File: src/rtl/out_serializer_pkg.sv
// out_serializer_pkg
// Shared definitions for the output serializer: serial frame constants,
// the transmitter state encoding, and the Control-word bit positions so
// the doOut strobe is taken from the same bit the register stage uses.
package out_serializer_pkg;

  localparam logic START_BIT = 1'b0;
  localparam logic STOP_BIT  = 1'b1;
  localparam int   DATA_BITS = 8;

  typedef enum logic [1:0] {
    IDLE  = 2'd0,
    START = 2'd1,
    DATA  = 2'd2,
    STOP  = 2'd3
  } tx_state_t;

  // Control word bit-field positions shared with the register stage.
  localparam int CTRL_WIDTH   = 8;
  localparam int CTRL_LD_A    = 0;
  localparam int CTRL_LD_B    = 1;
  localparam int CTRL_LD_Q    = 2;
  localparam int CTRL_ALU_OP  = 3;
  localparam int CTRL_DO_OUT  = 5;

  function automatic logic ctrl_do_out(input logic [CTRL_WIDTH-1:0] ctrl);
    return ctrl[CTRL_DO_OUT];
  endfunction

endpackage

File: src/rtl/out_serializer_byte_fifo.sv
// byte_fifo
// DEPTH x 8 circular buffer with same-cycle push/pop. A push is accepted
// when there is room or when a pop happens on the same edge, so a full
// FIFO being drained can still take a byte.
// Ports:
//   clk, reset     clock, synchronous active-high reset
//   push, din      write request and data
//   pop            read request (ignored when empty)
//   dout           head byte (combinational view of storage)
//   full, empty    occupancy flags
//   count          occupancy 0..DEPTH
module byte_fifo
  import out_serializer_pkg::*;
#(
  parameter int DEPTH = 4
) (
  input  logic                     clk,
  input  logic                     reset,
  input  logic                     push,
  input  logic [7:0]               din,
  input  logic                     pop,
  output logic [7:0]               dout,
  output logic                     full,
  output logic                     empty,
  output logic [$clog2(DEPTH):0]   count
);

  localparam int PW = $clog2(DEPTH);
  localparam int CW = PW + 1;

  logic [7:0]    mem [DEPTH];
  logic [PW-1:0] wr_ptr;
  logic [PW-1:0] rd_ptr;
  logic          push_ok;
  logic          pop_ok;

  assign empty   = (count == '0);
  assign full    = (count == CW'(DEPTH));
  assign pop_ok  = pop && !empty;
  assign push_ok = push && (!full || pop_ok);
  assign dout    = mem[rd_ptr];

  // Storage has no reset; contents are don't-care until written.
  always_ff @(posedge clk) begin
    if (!reset && push_ok) mem[wr_ptr] <= din;
  end

  always_ff @(posedge clk) begin
    if (reset) begin
      wr_ptr <= '0;
      rd_ptr <= '0;
      count  <= '0;
    end else begin
      if (push_ok) wr_ptr <= wr_ptr + 1'b1;
      if (pop_ok)  rd_ptr <= rd_ptr + 1'b1;
      case ({push_ok, pop_ok})
        2'b10:   count <= count + 1'b1;
        2'b01:   count <= count - 1'b1;
        default: count <= count;
      endcase
    end
  end

endmodule

File: src/rtl/out_serializer.sv
// out_serializer
// Captures each byte strobed by doOut into a small FIFO and sends it
// LSB-first as an 8N1 asynchronous frame on tx.
// Ports:
//   clk, reset   clock, synchronous active-high reset
//   doOut, dbus  push strobe and data byte
//   tx           registered serial line, idles high
//   busy         frame in progress
//   full, empty  FIFO flags
//   count        FIFO occupancy
//   overflow     sticky, set when a push is dropped
//
// state | meaning
// IDLE  | line high; pops head byte when FIFO not empty
// START | start bit (low) for one bit period
// DATA  | eight data bits, LSB first
// STOP  | stop bit (high) for one bit period
module out_serializer
  import out_serializer_pkg::*;
#(
  parameter int DEPTH        = 4,
  parameter int CLKS_PER_BIT = 4
) (
  input  logic                     clk,
  input  logic                     reset,
  input  logic                     doOut,
  input  logic [7:0]               dbus,
  output logic                     tx,
  output logic                     busy,
  output logic                     full,
  output logic                     empty,
  output logic [$clog2(DEPTH):0]   count,
  output logic                     overflow
);

  localparam int TW = (CLKS_PER_BIT > 1) ? $clog2(CLKS_PER_BIT) : 1;

  tx_state_t     state;
  logic [TW-1:0] timer;
  logic [2:0]    bit_cnt;
  logic [7:0]    shift;
  logic [7:0]    fifo_dout;
  logic          pop;
  logic          tc;

  assign pop  = (state == IDLE) && !empty;
  assign tc   = (timer == TW'(CLKS_PER_BIT - 1));
  assign busy = (state != IDLE);

  byte_fifo #(.DEPTH(DEPTH)) u_fifo (
    .clk   (clk),
    .reset (reset),
    .push  (doOut),
    .din   (dbus),
    .pop   (pop),
    .dout  (fifo_dout),
    .full  (full),
    .empty (empty),
    .count (count)
  );

  always_ff @(posedge clk) begin
    if (reset) begin
      state    <= IDLE;
      tx       <= STOP_BIT;
      timer    <= '0;
      bit_cnt  <= '0;
      shift    <= '0;
      overflow <= 1'b0;
    end else begin
      // A full FIFO only drops the byte when nothing leaves this cycle.
      if (doOut && full && !pop) overflow <= 1'b1;

      case (state)
        IDLE: begin
          tx <= STOP_BIT;
          if (pop) begin
            shift   <= fifo_dout;
            state   <= START;
            tx      <= START_BIT;
            timer   <= '0;
            bit_cnt <= '0;
          end
        end
        START: begin
          if (tc) begin
            timer <= '0;
            state <= DATA;
            tx    <= shift[0];
          end else begin
            timer <= timer + 1'b1;
          end
        end
        DATA: begin
          if (tc) begin
            timer <= '0;
            if (bit_cnt == 3'(DATA_BITS - 1)) begin
              state <= STOP;
              tx    <= STOP_BIT;
            end else begin
              shift   <= shift >> 1;
              tx      <= shift[1];
              bit_cnt <= bit_cnt + 3'd1;
            end
          end else begin
            timer <= timer + 1'b1;
          end
        end
        STOP: begin
          if (tc) begin
            timer <= '0;
            state <= IDLE;
          end else begin
            timer <= timer + 1'b1;
          end
        end
        default: begin
          state <= IDLE;
          tx    <= STOP_BIT;
          timer <= '0;
        end
      endcase
    end
  end

endmodule

File: config.mk
export PLATFORM = sky130hd
export DESIGN_NAME = out_serializer
export DESIGN_NICKNAME = d
export VERILOG_FILES = /design/src/rtl/out_serializer_pkg.sv /design/src/rtl/out_serializer_byte_fifo.sv /design/src/rtl/out_serializer.sv
export SDC_FILE = /design/constraint.sdc
export NUM_CORES = 1
export LEC_CHECK = 0
export ABC_AREA = 0
export CAP_MARGIN = 30
export CORE_MARGIN = 2
export CORE_UTILIZATION = 62
export DETAILED_ROUTE_END_ITERATION = 10
export PLACE_DENSITY = 0.83
export SYNTH_ARGS = -nofsm -noshare
export SYNTH_HDL_FRONTEND = slang
export SYNTH_HIERARCHICAL = 1
export SYNTH_SLANG_ARGS = --single-unit
export TNS_END_PERCENT = 5
File: constraint.sdc
create_clock -name clk -period 4.9 [get_ports clk]
set_clock_uncertainty 0.05 [all_clocks]
set_input_delay 0.49 -clock clk [delete_from_list [all_inputs] [get_ports clk]]
set_output_delay 0.49 -clock clk [all_outputs]
set_load 0.1 [all_outputs]
==> results.md, run 1 <==
* Slowest cell delay on critical path at 810 ps
* Dominant cells by area after synthesis: edfxtp_1, dfxtp_1, mux4_2
* Nets@finish at 244
* End of the worst register-to-register path: u_fifo/count[1]
* Max transition margin at 33.8%
* Hold path endpoint: tx
* Largest buffer count on any clock path at 2
* Buffer and inverter count on the worst path at 2
* Count of input and output buffers at 18
* Top cell type's share of synthesized area at 35.9%
* Cell area after technology mapping at 2680 um2
* Clock period minus worst slack at around 3100 ps
* Root buffer cell: clkbuf_8
* Most common cell after layout, fill and taps aside: edfxtp_1
* Leakage Power at approximately 1.1 nW
* Worst Path Class, Setup: flop to flop
* P per Cell Area at 553 nW/um2
* DR iter-0 viols at 116
* Die Footprint at 4860 um2
* Number of distinct library cell variants in the gate-level netlist after synthesis at 45
* CP Launch Point: state[0]
* Async S/R FF share, synth at 0%
* Setup repair after global routing missed its margin: no
* Total nets after synthesis at about 230
* Post-route setup TNS at 0 ps
* FP Rows at 23
* Drt drc at 0
* Worst Max-Slew Pin Slew at 990 ps
* Maximum level of the CTS H-tree at 3
* Number of hold buffers added after cts at 0
* Detailed-routing iteration count for the pre-antenna-repair pass at 5
* Final Max Tran Viols at 0
* Residual antenna-violating net count after detailed routing at 0
* Area of the core at 4090 um2
* Post-synth top area cell: edfxtp_1
* Final instance area at 3050 um2
* Period utilisation layout at 63.2%
* Cell breakdown of the critical path: inv_1, ha_1, nor2b_1, o31ai_2, nand2b_1, fa_1, inv_1, o2111ai_1, a221oi_2
* Routed length per placed instance at ~17 um
* Tightest Hold Check Type: flop to flop
* Global-route wire length before repair at 7880 um
* Placer congestion estimate at 0.760
* Area Overhead vs Synth at 13.7%
* Source-to-sink clock delay at the later pin of the worst-skew pair at between 300 and 400 ps
* Launch instance of the worst min-delay path: tx
* Max Cap Viol at 0
* Critical Path Most Common Cell: inv_1
* Top-level I/O count at 19
* Via-to-Cell Ratio at 5.83
* Ratio of cells with drive above 1 in the final layout at 16.5%
* Required time reported for the critical path endpoint at roughly 5100 ps
* Via count at 1597
* Total overflow reported by the global router at 0
* Fraction of the yosys area taken by sequential cells at approximately 55%
* Reg-to-reg critical path startpoint: state[0]
* FILL cells at roughly 260
* Final count of negative-setup-slack endpoints at 0
* Quantity of gates resized following cts at 0
* Result of the run: finished clean
* Initial cell density of the core at around two thirds
* Max Freq at 323 MHz
* Clock net sink count at 58
* Arrival time reported for the critical path endpoint at 3300 ps
* Clock slew at reported path FFs at 60 ps
* Post-detail-place hpwl at 3350 um
* Worst ir drop on vdd at 0.340 mV
* Number of buffers added by the clock tree synthesis step at 9
* EDFF count, synth at 32
* CTS tree: yes
* Nature of the critical path startpoint: flop
* Path depth of the worst reg2reg path at 9
* Max Fanout on Critical Path at 11
* Highest-delay cell along the critical path: nor2b_1
* Tot GR Track Use at 21.7%
* Hold Path Stages at 1
* Number of inserted diodes at 0
* Setup Fix Bufs, Post-CTS at 0
* Mean post-synth cell area at 13.2 um2
* Warnings, synthesis at 6
* Commonest cells after routing, fill and taps aside: edfxtp_1, dfxtp_1, nor2_1
* Primary flip-flop cell chosen by synthesis mapping: edfxtp_1
* Chip width at 69.7 um
* Antenna violations before repair at 0
* Number of failing hold endpoints at the final stage at 0
* Pin count of the biggest net entering global routing at 28
* Post-Place Cell Area at 2840 um2
* Vias in the first global route at ~1600
* Cell count after synthesis at 203
* #FFs+latches synth at 58
* Y dimension of the die at 69.7 um
* Wire length reported by the detailed router at 4730 um
* Slack of the worst reg-to-reg path at 1800 ps
* Top cell family by delay on the critical path: simple AND/OR/NAND/NOR gates
* Nature of the critical path endpoint: flop
==> registers in the layout, summed over array words and instances (netlist names), named ones only <==
signal,count
bit_cnt,3
overflow,1
shift,8
state,2
timer,2
tx,1
u_fifo/count,3
u_fifo/mem,32
u_fifo/rd_ptr,2
u_fifo/wr_ptr,2
==> report_power, final <==
part | switching (W) | internal (W) | total, W | leakage [nW]
registers | 0.0000477 | 0.000570 | 0.000618 | 0.503
clock network | 0.000181 | 0.000280 | 0.000461 | 0.105
logic | 0.000386 | 0.000221 | 0.000607 | 0.462
==> layer usage <==
metal	vias up	routed length, um	track usage, %
li1	776	-	-
met1	784	2010	26.9
met2	31	2470	35.1
met3	6	184	7.85
met4	0	61	7.69
met5	-	0	0
==> cell usage after synthesis, types with 2 or more instances <==
library cell / instances
buf_6: 4
buf_2: 3
clkbuf_1: 3
nand2b_1: 3
edfxtp_1: 32
dfxtp_1: 26
o21ai_1: 2
a211o_1: 2
mux4_2: 8
inv_1: 8
xor2_1: 3
mux2i_1: 12
o21bai_1: 2
nor2_1: 24
nor3_1: 5
a21oi_1: 4
nand3_1: 3
nand2_1: 4
or3_1: 2
a211oi_2: 3
o2111ai_1: 2
buf_4: 2
a211oi_1: 5
and2_1: 7
nor2b_1: 3
ha_1: 12
==> cells by family (layout without fill, tap and decap cells) <==
logic type      after synthesis  after routing  share of synthesized area [%]
compound gates               30             30                           9.57
fa+ha+maj                    13             13                           6.35
xor+xnor                      4              4                           1.59
mux                          20             20                           11.2
flops                        58             58                           55.3
simple gates                 56             56                           11.4
buf+inv                      22             43                           4.62
==> layout make-up <==
type	count	area, um2	area share, %
sequential	58	1480	48.6
clock inverter	6	82.6	2.71
timing repair buffer	19	188	6.16
tap	50	62.6	2.05
inverter	9	33.8	1.11
clock buffer	9	124	4.07
multi-input combinational	123	1070	35.3
==> metrics by stage <==
stage               setup slack, ps  power [W]  utilization, %  std cells  hold WS, ps
CTS                            1800    0.00169            74.6        274          424
detailed placement             1800    0.00123            69.5        259          405
floorplan                      11.9    0.00114               -        203          402
global route                   1490    0.00178            74.6        274          453
global placement               2040    0.00120            69.5        259          394
finish                         1800    0.00169            74.6        274          418
==> worst max path at each step <==
stage,to,cells past startpoint
5_1_grt,u_fifo/count[1],9
4_1_cts,u_fifo/count[2],9
2_1_floorplan,u_fifo/count[1],10
3_3_place_gp,u_fifo/count[1],9
3_5_place_dp,u_fifo/count[2],9
6_report,u_fifo/count[1],9
Note: power is estimated with default switching activity, not from simulation.
==> run 2, diff against run 1 <==
- CORE_UTILIZATION: 62 -> 52
- PLACE_DENSITY: 0.83 -> 0.75
- clock period: 4.9 -> 2.7 ns (I/O delays scaled with it)
==> results.md, run 2 (synthesized netlist as in run 1, its figures left out) <==
* Worst Max-Slew Pin Slew at 511 ps
* Max Freq at 411 MHz
* Clock period minus worst slack at ~2400 ps
* Reg-to-reg critical path startpoint: state[0]
* Source-to-sink clock delay at the later pin of the worst-skew pair at roughly 330 ps
* Endpoint of the most critical setup path: u_fifo/mem[1][4]
* Area of the core at 5040 um2
* Number of flip-flops in the largest register at 32
* Worst ir drop on vdd at 0.546 mV
* Final Max Tran Viols at 0
* Arrival time reported for the critical path endpoint at 2370 ps
* Area Overhead vs Synth at 15.3%
* Chip width at 75.8 um
* Tightest Hold Check Type: flop to flop
* Nature of the critical path endpoint: flop
* Root buffer cell: clkbuf_8
* Leakage Power at 1.09 nW
* Count of input and output buffers at 18
* Required time reported for the critical path endpoint at 2640 ps
* Number of buffers added by the clock tree synthesis step at 9
* Number of failing hold endpoints at the final stage at 0
* Non-filler cells in the finished layout at 299
* Max Fanout on Critical Path at 10
* Total power after layout at a little under 0.003 W
* End of the worst register-to-register path: u_fifo/mem[1][4]
* Via-to-Cell Ratio at 5.18
* FP Rows at 26
* Path depth of the worst reg2reg path at 7
* Max transition margin at between 60 and 70%
* Pin count of the biggest net entering global routing at 27
* Maximum level of the CTS H-tree at 3
* Number of inserted diodes at 0
* Global-route wire length before repair at 6780 um
* Clock slew at reported path FFs at approximately 60 ps
* Drt drc at 0
* Highest-delay cell along the critical path: and2_1
* Post-Place Cell Area at 2920 um2
* Routed length per placed instance at roughly 14 um
* CP Launch Point: state[0]
* Nature of the critical path startpoint: flop
* DR iter-0 viols at 117
* CTS tree: yes
* Quantity of gates resized following cts at 0
* Setup slack after layout at 267 ps
* Slowest cell delay on critical path at 430 ps
* Largest buffer count on any clock path at 2
* Antenna violations before repair at 0
* Tot GR Track Use at 16.5%
* Max Cap Viol at 0
* Worst setup slack before clock tree synthesis at 283 ps
* Residual antenna-violating net count after detailed routing at 0
* Cell breakdown of the critical path: inv_1, ha_1, nor2b_1, buf_4, nor4b_4, nor3_1, and2_1
* Y dimension of the die at 75.8 um
* Setup Fix Bufs, Post-CTS at 0
* Number of placed instances with taps included at about 280
* Clock net sink count at 58
* Top-level I/O count at 19
* Final instance area at 3090 um2
* Worst Path Class, Setup: flop to flop
* Number of hold buffers added after cts at 0
* Period utilisation layout at 90.1%
* Wire length reported by the detailed router at 4170 um
* Placer congestion estimate at 0.749
* Commonest cells after routing, fill and taps aside: edfxtp_1, nor2_1, dfxtp_1
* Nets@finish at 248
* Register containing the most flip-flops in the final layout: u_fifo/mem
* Die Footprint at 5740 um2
* Via count at 1550
* Total overflow reported by the global router at 0
* Setup repair after global routing missed its margin: no
* P per Cell Area at 945 nW/um2
* Detailed-routing iteration count for the pre-antenna-repair pass at 4
* Final count of negative-setup-slack endpoints at 0
* Initial cell density of the core at a little over half
* Vias in the first global route at between 1000 and 1500
* Most common cell after layout, fill and taps aside: edfxtp_1
* Result of the run: finished clean
* Post-detail-place hpwl at 2860 um
* Slack of the worst reg-to-reg path at 270 ps
* Leading registers by flop count: u_fifo/mem (32), shift (8)
* Ratio of cells with drive above 1 in the final layout at around a quarter
run 2: changes by cell type in the layout (fill, tap and decap cells not counted), sizes merged:
cell,before,now
inv,9,10
buf,1,13
bufinv,2,0
clkinvlp,1,3
clkdlybuf4s50,18,10
run 2: metal layers:
layer  vias to the layer above  wire length, um  track usage (%)
met5                         -                0                0
met4                         0               99             9.36
met3                        10              133             4.76
met2                        25             1860             22.7
met1                       735             2080             23.4
li1                        780                -                -
run 2: power by group:
group | switching, W | internal (W) | total [W]
logic | 0.000692 | 0.000429 | 0.00112
clock network | 0.000341 | 0.000328 | 0.000669
registers | 0.0000917 | 0.00104 | 0.00113
run 2: critical path, delay by kind of cell, from the launching register on:
kind,cells,cell delay [ps]
adders and majority gates,1,290
buffers and inverters,2,360
DFF,1,340
and+or+nand+nor,4,1050
run 2: worst min-delay path by stage:
stage,from,end,cells past startpoint
floorplan,dbus[0],u_fifo/mem[0][0],0
global placement,tx,tx,1
detailed placement,tx,tx,1
CTS,timer[1],timer[1],2
global route,tx,tx,1
finish,tx,tx,1
run 2: layout make-up:
| type | count | area (um2) |
|---|---|---|
| Clock buffer | 9 | 124 |
| Clock inverter | 7 | 45.0 |
| Fill cell | 396 | 1950 |
| Inverter | 9 | 33.8 |
| Multi-Input combinational cell | 123 | 1110 |
| Sequential cell | 58 | 1490 |
| Tap cell | 70 | 87.6 |
| Timing Repair Buffer | 23 | 198 |
run 2: stage by stage:
step | TNS, ps | utilization [%] | hold WS (ps)
2_1_floorplan | -3740 | - | 319
3_3_place_gp | 0 | 57.9 | 403
3_5_place_dp | 0 | 57.9 | 411
4_1_cts | 0 | 61.3 | 424
5_1_grt | 0 | 61.3 | 462
6_report | 0 | 61.3 | 418
